<file path="config.mk">
export PLATFORM = sky130hd
export DESIGN_NAME = multicycle_main_control
export DESIGN_NICKNAME = d
export VERILOG_FILES = /design/src/rtl/multicycle_main_control.sv
export SDC_FILE = /design/constraint.sdc
export NUM_CORES = 1
export LEC_CHECK = 0
export BUFFER_PORTS_ARGS = -buffer_cell sky130_fd_sc_hd__buf_2
export CAP_MARGIN = 0
export CORE_UTILIZATION = 40
export DETAILED_ROUTE_END_ITERATION = 12
export PLACE_DENSITY = 0.67
export SYNTH_ARGS = -nofsm -noshare
export SYNTH_HDL_FRONTEND = slang
export SYNTH_SLANG_ARGS = --single-unit
</file>
<file path="constraint.sdc">
create_clock -name clk -period 2.9 [get_ports clk]
set_clock_uncertainty 0.15 [all_clocks]
set_input_delay 0.87 -clock clk [delete_from_list [all_inputs] [get_ports clk]]
set_output_delay 0.87 -clock clk [all_outputs]
set_load 0.01 [all_outputs]
</file>
<file path="src/rtl/multicycle_main_control.sv">
// Moore main control FSM for the multi-cycle processor: sequences each
// instruction through fetch/decode/execute/memory/write-back and counts retirements.
module multicycle_main_control #(
  parameter int CNT_W = 16
) (
  input  logic             clk,
  input  logic             rst_n,
  input  logic [3:0]       opcode,
  input  logic [8:0]       func,
  input  logic             zero,
  output logic             pc_write,
  output logic [1:0]       pc_src,
  output logic             iord,
  output logic             mem_read,
  output logic             mem_write,
  output logic             ir_write,
  output logic             reg_write,
  output logic             reg_dst,
  output logic             mem_to_reg,
  output logic             alu_src_a,
  output logic [1:0]       alu_src_b,
  output logic [1:0]       aluop,
  output logic [3:0]       state,
  output logic [CNT_W-1:0] instr_count
);

  typedef enum logic [3:0] {
    S_FETCH    = 4'd0,
    S_DECODE   = 4'd1,
    S_LOAD_RD  = 4'd2,
    S_LOAD_WB  = 4'd3,
    S_STORE    = 4'd4,
    S_JUMP     = 4'd5,
    S_BRZ_TEST = 4'd6,
    S_BRZ_TAKE = 4'd7,
    S_C_EXEC   = 4'd8,
    S_C_WB     = 4'd9,
    S_D_EXEC   = 4'd10,
    S_D_WB     = 4'd11,
    S_BAD12    = 4'd12,
    S_BAD13    = 4'd13,
    S_BAD14    = 4'd14,
    S_BAD15    = 4'd15
  } state_t;

  typedef struct packed {
    logic       pc_write;
    logic [1:0] pc_src;
    logic       iord;
    logic       mem_read;
    logic       mem_write;
    logic       ir_write;
    logic       reg_write;
    logic       reg_dst;
    logic       mem_to_reg;
    logic       alu_src_a;
    logic [1:0] alu_src_b;
    logic [1:0] aluop;
  } ctrl_t;

  localparam logic [1:0] PC_INC = 2'b00, PC_ALU  = 2'b01;
  localparam logic [1:0] B_ZERO = 2'b00, B_RI    = 2'b01, B_IMM = 2'b10;
  localparam logic [1:0] OP_ADD = 2'b00, OP_SUB  = 2'b01, OP_FUNC = 2'b10, OP_OPC = 2'b11;

  state_t cur, nxt;
  ctrl_t  ctl;
  logic   retire;

  always_ff @(posedge clk or negedge rst_n) begin
    if (!rst_n) cur <= S_FETCH;
    else        cur <= nxt;
  end

  always_comb begin
    nxt = S_FETCH;
    case (cur)
      S_FETCH:  nxt = S_DECODE;
      S_DECODE: begin
        casez (opcode)
          4'b0000: nxt = S_LOAD_RD;
          4'b0001: nxt = S_STORE;
          4'b0010: nxt = S_JUMP;
          4'b0100: nxt = S_BRZ_TEST;
          4'b1000: nxt = (func != 9'd0) ? S_C_EXEC : S_FETCH;
          4'b11??: nxt = S_D_EXEC;
          default: nxt = S_FETCH;
        endcase
      end
      S_LOAD_RD:  nxt = S_LOAD_WB;
      S_BRZ_TEST: nxt = zero ? S_BRZ_TAKE : S_FETCH;
      S_C_EXEC:   nxt = S_C_WB;
      S_D_EXEC:   nxt = S_D_WB;
      default:    nxt = S_FETCH;
    endcase
  end

  always_comb begin
    ctl = '0;
    case (cur)
      S_FETCH: begin
        ctl.mem_read = 1'b1;
        ctl.ir_write = 1'b1;
        ctl.pc_write = 1'b1;
        ctl.pc_src   = PC_INC;
      end
      S_LOAD_RD: begin
        ctl.iord     = 1'b1;
        ctl.mem_read = 1'b1;
      end
      S_LOAD_WB: begin
        ctl.iord       = 1'b1;
        ctl.mem_to_reg = 1'b1;
        ctl.reg_write  = 1'b1;
      end
      S_STORE: begin
        ctl.iord      = 1'b1;
        ctl.mem_write = 1'b1;
      end
      S_JUMP, S_BRZ_TAKE: begin
        ctl.aluop     = OP_ADD;
        ctl.alu_src_b = B_IMM;
        ctl.pc_write  = 1'b1;
        ctl.pc_src    = PC_ALU;
      end
      // R0 - 0 drives the zero flag for the branch decision
      S_BRZ_TEST: begin
        ctl.aluop     = OP_SUB;
        ctl.alu_src_b = B_ZERO;
      end
      S_C_EXEC: begin
        ctl.aluop     = OP_FUNC;
        ctl.alu_src_b = B_RI;
      end
      S_C_WB: begin
        ctl.aluop     = OP_FUNC;
        ctl.alu_src_b = B_RI;
        ctl.reg_write = 1'b1;
        ctl.reg_dst   = func[0];
      end
      S_D_EXEC: begin
        ctl.aluop     = OP_OPC;
        ctl.alu_src_b = B_IMM;
      end
      S_D_WB: begin
        ctl.aluop     = OP_OPC;
        ctl.alu_src_b = B_IMM;
        ctl.reg_write = 1'b1;
      end
      default: ctl = '0;
    endcase
  end

  // Strobes are gated by reset so nothing fires while rst_n is low.
  assign pc_write   = ctl.pc_write  & rst_n;
  assign ir_write   = ctl.ir_write  & rst_n;
  assign mem_read   = ctl.mem_read  & rst_n;
  assign mem_write  = ctl.mem_write & rst_n;
  assign reg_write  = ctl.reg_write & rst_n;
  assign pc_src     = ctl.pc_src;
  assign iord       = ctl.iord;
  assign reg_dst    = ctl.reg_dst;
  assign mem_to_reg = ctl.mem_to_reg;
  assign alu_src_a  = ctl.alu_src_a;
  assign alu_src_b  = ctl.alu_src_b;
  assign aluop      = ctl.aluop;
  assign state      = cur;

  assign retire = (cur != S_FETCH) && (nxt == S_FETCH);

  always_ff @(posedge clk or negedge rst_n) begin
    if (!rst_n)      instr_count <= '0;
    else if (retire) instr_count <= instr_count + 1'b1;
  end

endmodule

</file>
==> results.cfg <==
[worst_setup_path]
r2r.worst_path.cells = 5
crit_slowest_cell = or4_4
end_kind = register
crit_path_max_incr_delay_ns = 0.56
worstPathCellList = buf_2, or4_1, or4_4, a2111oi_1, xor2_1
r2r-start = state[1]
worst-setup-path-type = in -> reg
crit_fanout = 6
r2r_end = instr_count[1]
reg2reg_slack_ns = 0.47
critPathRequiredTime_ns = 3.00
startpoint_type = input pin
arrival_ns = 2.78

[clocking]
postCtsSetupBuffers = 0
cts_tree = yes
htreeDepth = 1
cts_resized = 0
clk_path_buf_depth = 2
postCtsHoldBufs = 0
cts-root-buf = clkbuf_4
cts_buffers = 3
path_clk_slew_ns = 0.12
clkLatencyLatePin_ns = 0.31
cts.sinks = 20

[placement]
port_buffers = 48
place.gp.congestion = 0.845
dpl_worst_slack_ns = -0.105
dp_hpwl_mm = 2.42

[power_and_ir_drop]
peakVddDrop_mv = 0.501
powerDensity_mw_per_mm2 = 814
power_leakage_uw = 0.000869

[timing]
finalSetupTns_ns = 0
rsz0062_at_grt = no
setup_viol = 0
maxSlewHeadroom_pct = 63.2
hold_ws_ns = 0.244
worst_slew_pin_slew_ns = 0.551
post-route-min-period_ns = 2.69
final_max_slew_viol_count = 0
hold_viol = 0
period_share_pct = 92.7
fmax_ghz = 0.372
fin_ws_ns = 0.213

[global_routing]
gr-usage-met1_pct = 26.1
grt_use_total_pct = 20.2
grt-busiest-layer = met2
grt_pass1_vias = 1208
grt_pass1_wl_mm = 5.49
use_met2_pct = 33.3
antenna_found_initial = 0
grt-ovfl-total = 0
grtUsageMet3_pct = 4.48
grt_max_degree = 16

[floorplan]
start_util_pct = 43.5
top_level_ports = 51
die-area_mm2 = 0.00364
dieHeight_um = 60.3
coreArea_mm2 = 0.00313
rows = 20
die_w_um = 60.3

[yosys]
ys.flop_type = dfrtp_1
synth-seq-cells = 20
syn_inst = 145
ys_top_cells_by_area = dfrtp_1 (37%), xor2_1 (10%), a2111oi_4 (4.0%)
synth_cell_types = 43
avgSynthCellArea_um2 = 9.39
synthesis.area_mm2 = 0.00136
synth_edf_count = 0
yosys.area.top_type = dfrtp_1
synth.top_cell.area_share_pct = 36.8
synthArstFlopShare_pct = 100
yosysSeqAreaShare_pct = 36.8
yosys_warnings = 0

[hold_path]
hp-class = in -> async

[layout]
drive_gt1_share_pct = 37.1
fillers = 303
final_common_cell = buf_2
fin_nets = 204
seq_area_um2 = 500
final_cell_mix = buf_2 (48), dfrtp_1 (20), xor2_1 (16)
multi_input_area_um2 = 774
area_growth_pct = 23.4
diodes = 0

[route]
wl_per_cell_um = 14.3
num_vias = 1255
wl_mm = 3.29
ant_nets = 0
drt_iter0_markers = 48
first_pass_iters = 4
via_per_inst = 5.46
drc = 0

[outcome]
outcome = completed

[job]
drv_cap = 0
==> critical path, delay by kind of cell <==
kind                      cells  cell delay [ns]
xor gates and xnor gates      1             0.18
AOI/OAI and AO/OA             1             0.54
buffers and inverters         1             0.09
and+or+nand+nor               2             1.10
==> through the flow <==
step	util (%)	instances	cell area, µm²	total power, µW
2_1_floorplan	-	146	1390	938
3_5_place_dp	52.0	226	1630	1130
3_3_place_gp	52.0	226	1630	1110
5_1_grt	53.7	230	1680	1470
4_1_cts	53.7	230	1680	1380
6_report	53.7	230	1680	1370
==> metal layers <==
layer,part of all wire (%),up-vias
met5,0,-
met4,0.88,0
met3,4.3,4
met2,49,36
met1,46,606
li1,-,609
==> synthesized netlist by cell type, types with 2 or more instances <==
cell type / number
a2111oi_1: 4
a2111oi_4: 2
a211oi_1: 2
a21oi_1: 9
and3_1: 2
and4_1: 4
buf_2: 2
buf_4: 4
buf_6: 2
clkbuf_1: 6
dfrtp_1: 20
inv_1: 4
nand2_1: 6
nand2b_1: 3
nand3_1: 8
nand4_1: 6
nor2_1: 9
nor3_1: 6
o21ai_0: 5
or2_2: 2
or4_1: 2
xor2_1: 16
==> area by class of cell <==
class                      instances  area share, %
sequential                        20           29.8
clock inverter                     1           1.79
tap                               44           3.28
inverter                           4          0.894
timing repair buffer              52           16.8
multi-input combinational        106           46.1
clock buffer                       3           1.34
==> registers in the layout, summed over array words and instances, names as in the netlist <==
register,count
instr_count,16
state,4
==> kinds of logic after synthesis <==
logic type / Yosys count / synth area share (%)
XOR/XNOR: 16 / 10.3
multiplexers: 2 / 1.56
flip-flops: 20 / 36.8
other: 1 / 0.275
adder cells (fa/ha/maj): 1 / 0.919
AND/OR/NAND/NOR: 55 / 23.5
AO/OA/AOI/OAI: 30 / 18.7
buffers and inverters: 20 / 8.00
==> how the worst max path moves through the flow <==
stage / startpoint / to / slack (ns) / cells past startpoint
2_1_floorplan: opcode[2] / instr_count[1] / -0.006 / 7
3_3_place_gp: func[2] / instr_count[15] / -0.06 / 5
3_5_place_dp: func[2] / instr_count[15] / -0.11 / 5
4_1_cts: func[2] / instr_count[1] / 0.23 / 6
5_1_grt: func[2] / instr_count[13] / 0.18 / 5
6_report: func[2] / instr_count[13] / 0.21 / 5
==> power breakdown <==
group          switching [µW]  internal (µW)  leakage, µW
clock                    87.2            140    0.0000279
sequential                156            347     0.000264
combinational             366            271     0.000577
total                     609            758     0.000869
Note: power is estimated with default switching activity, not from simulation.
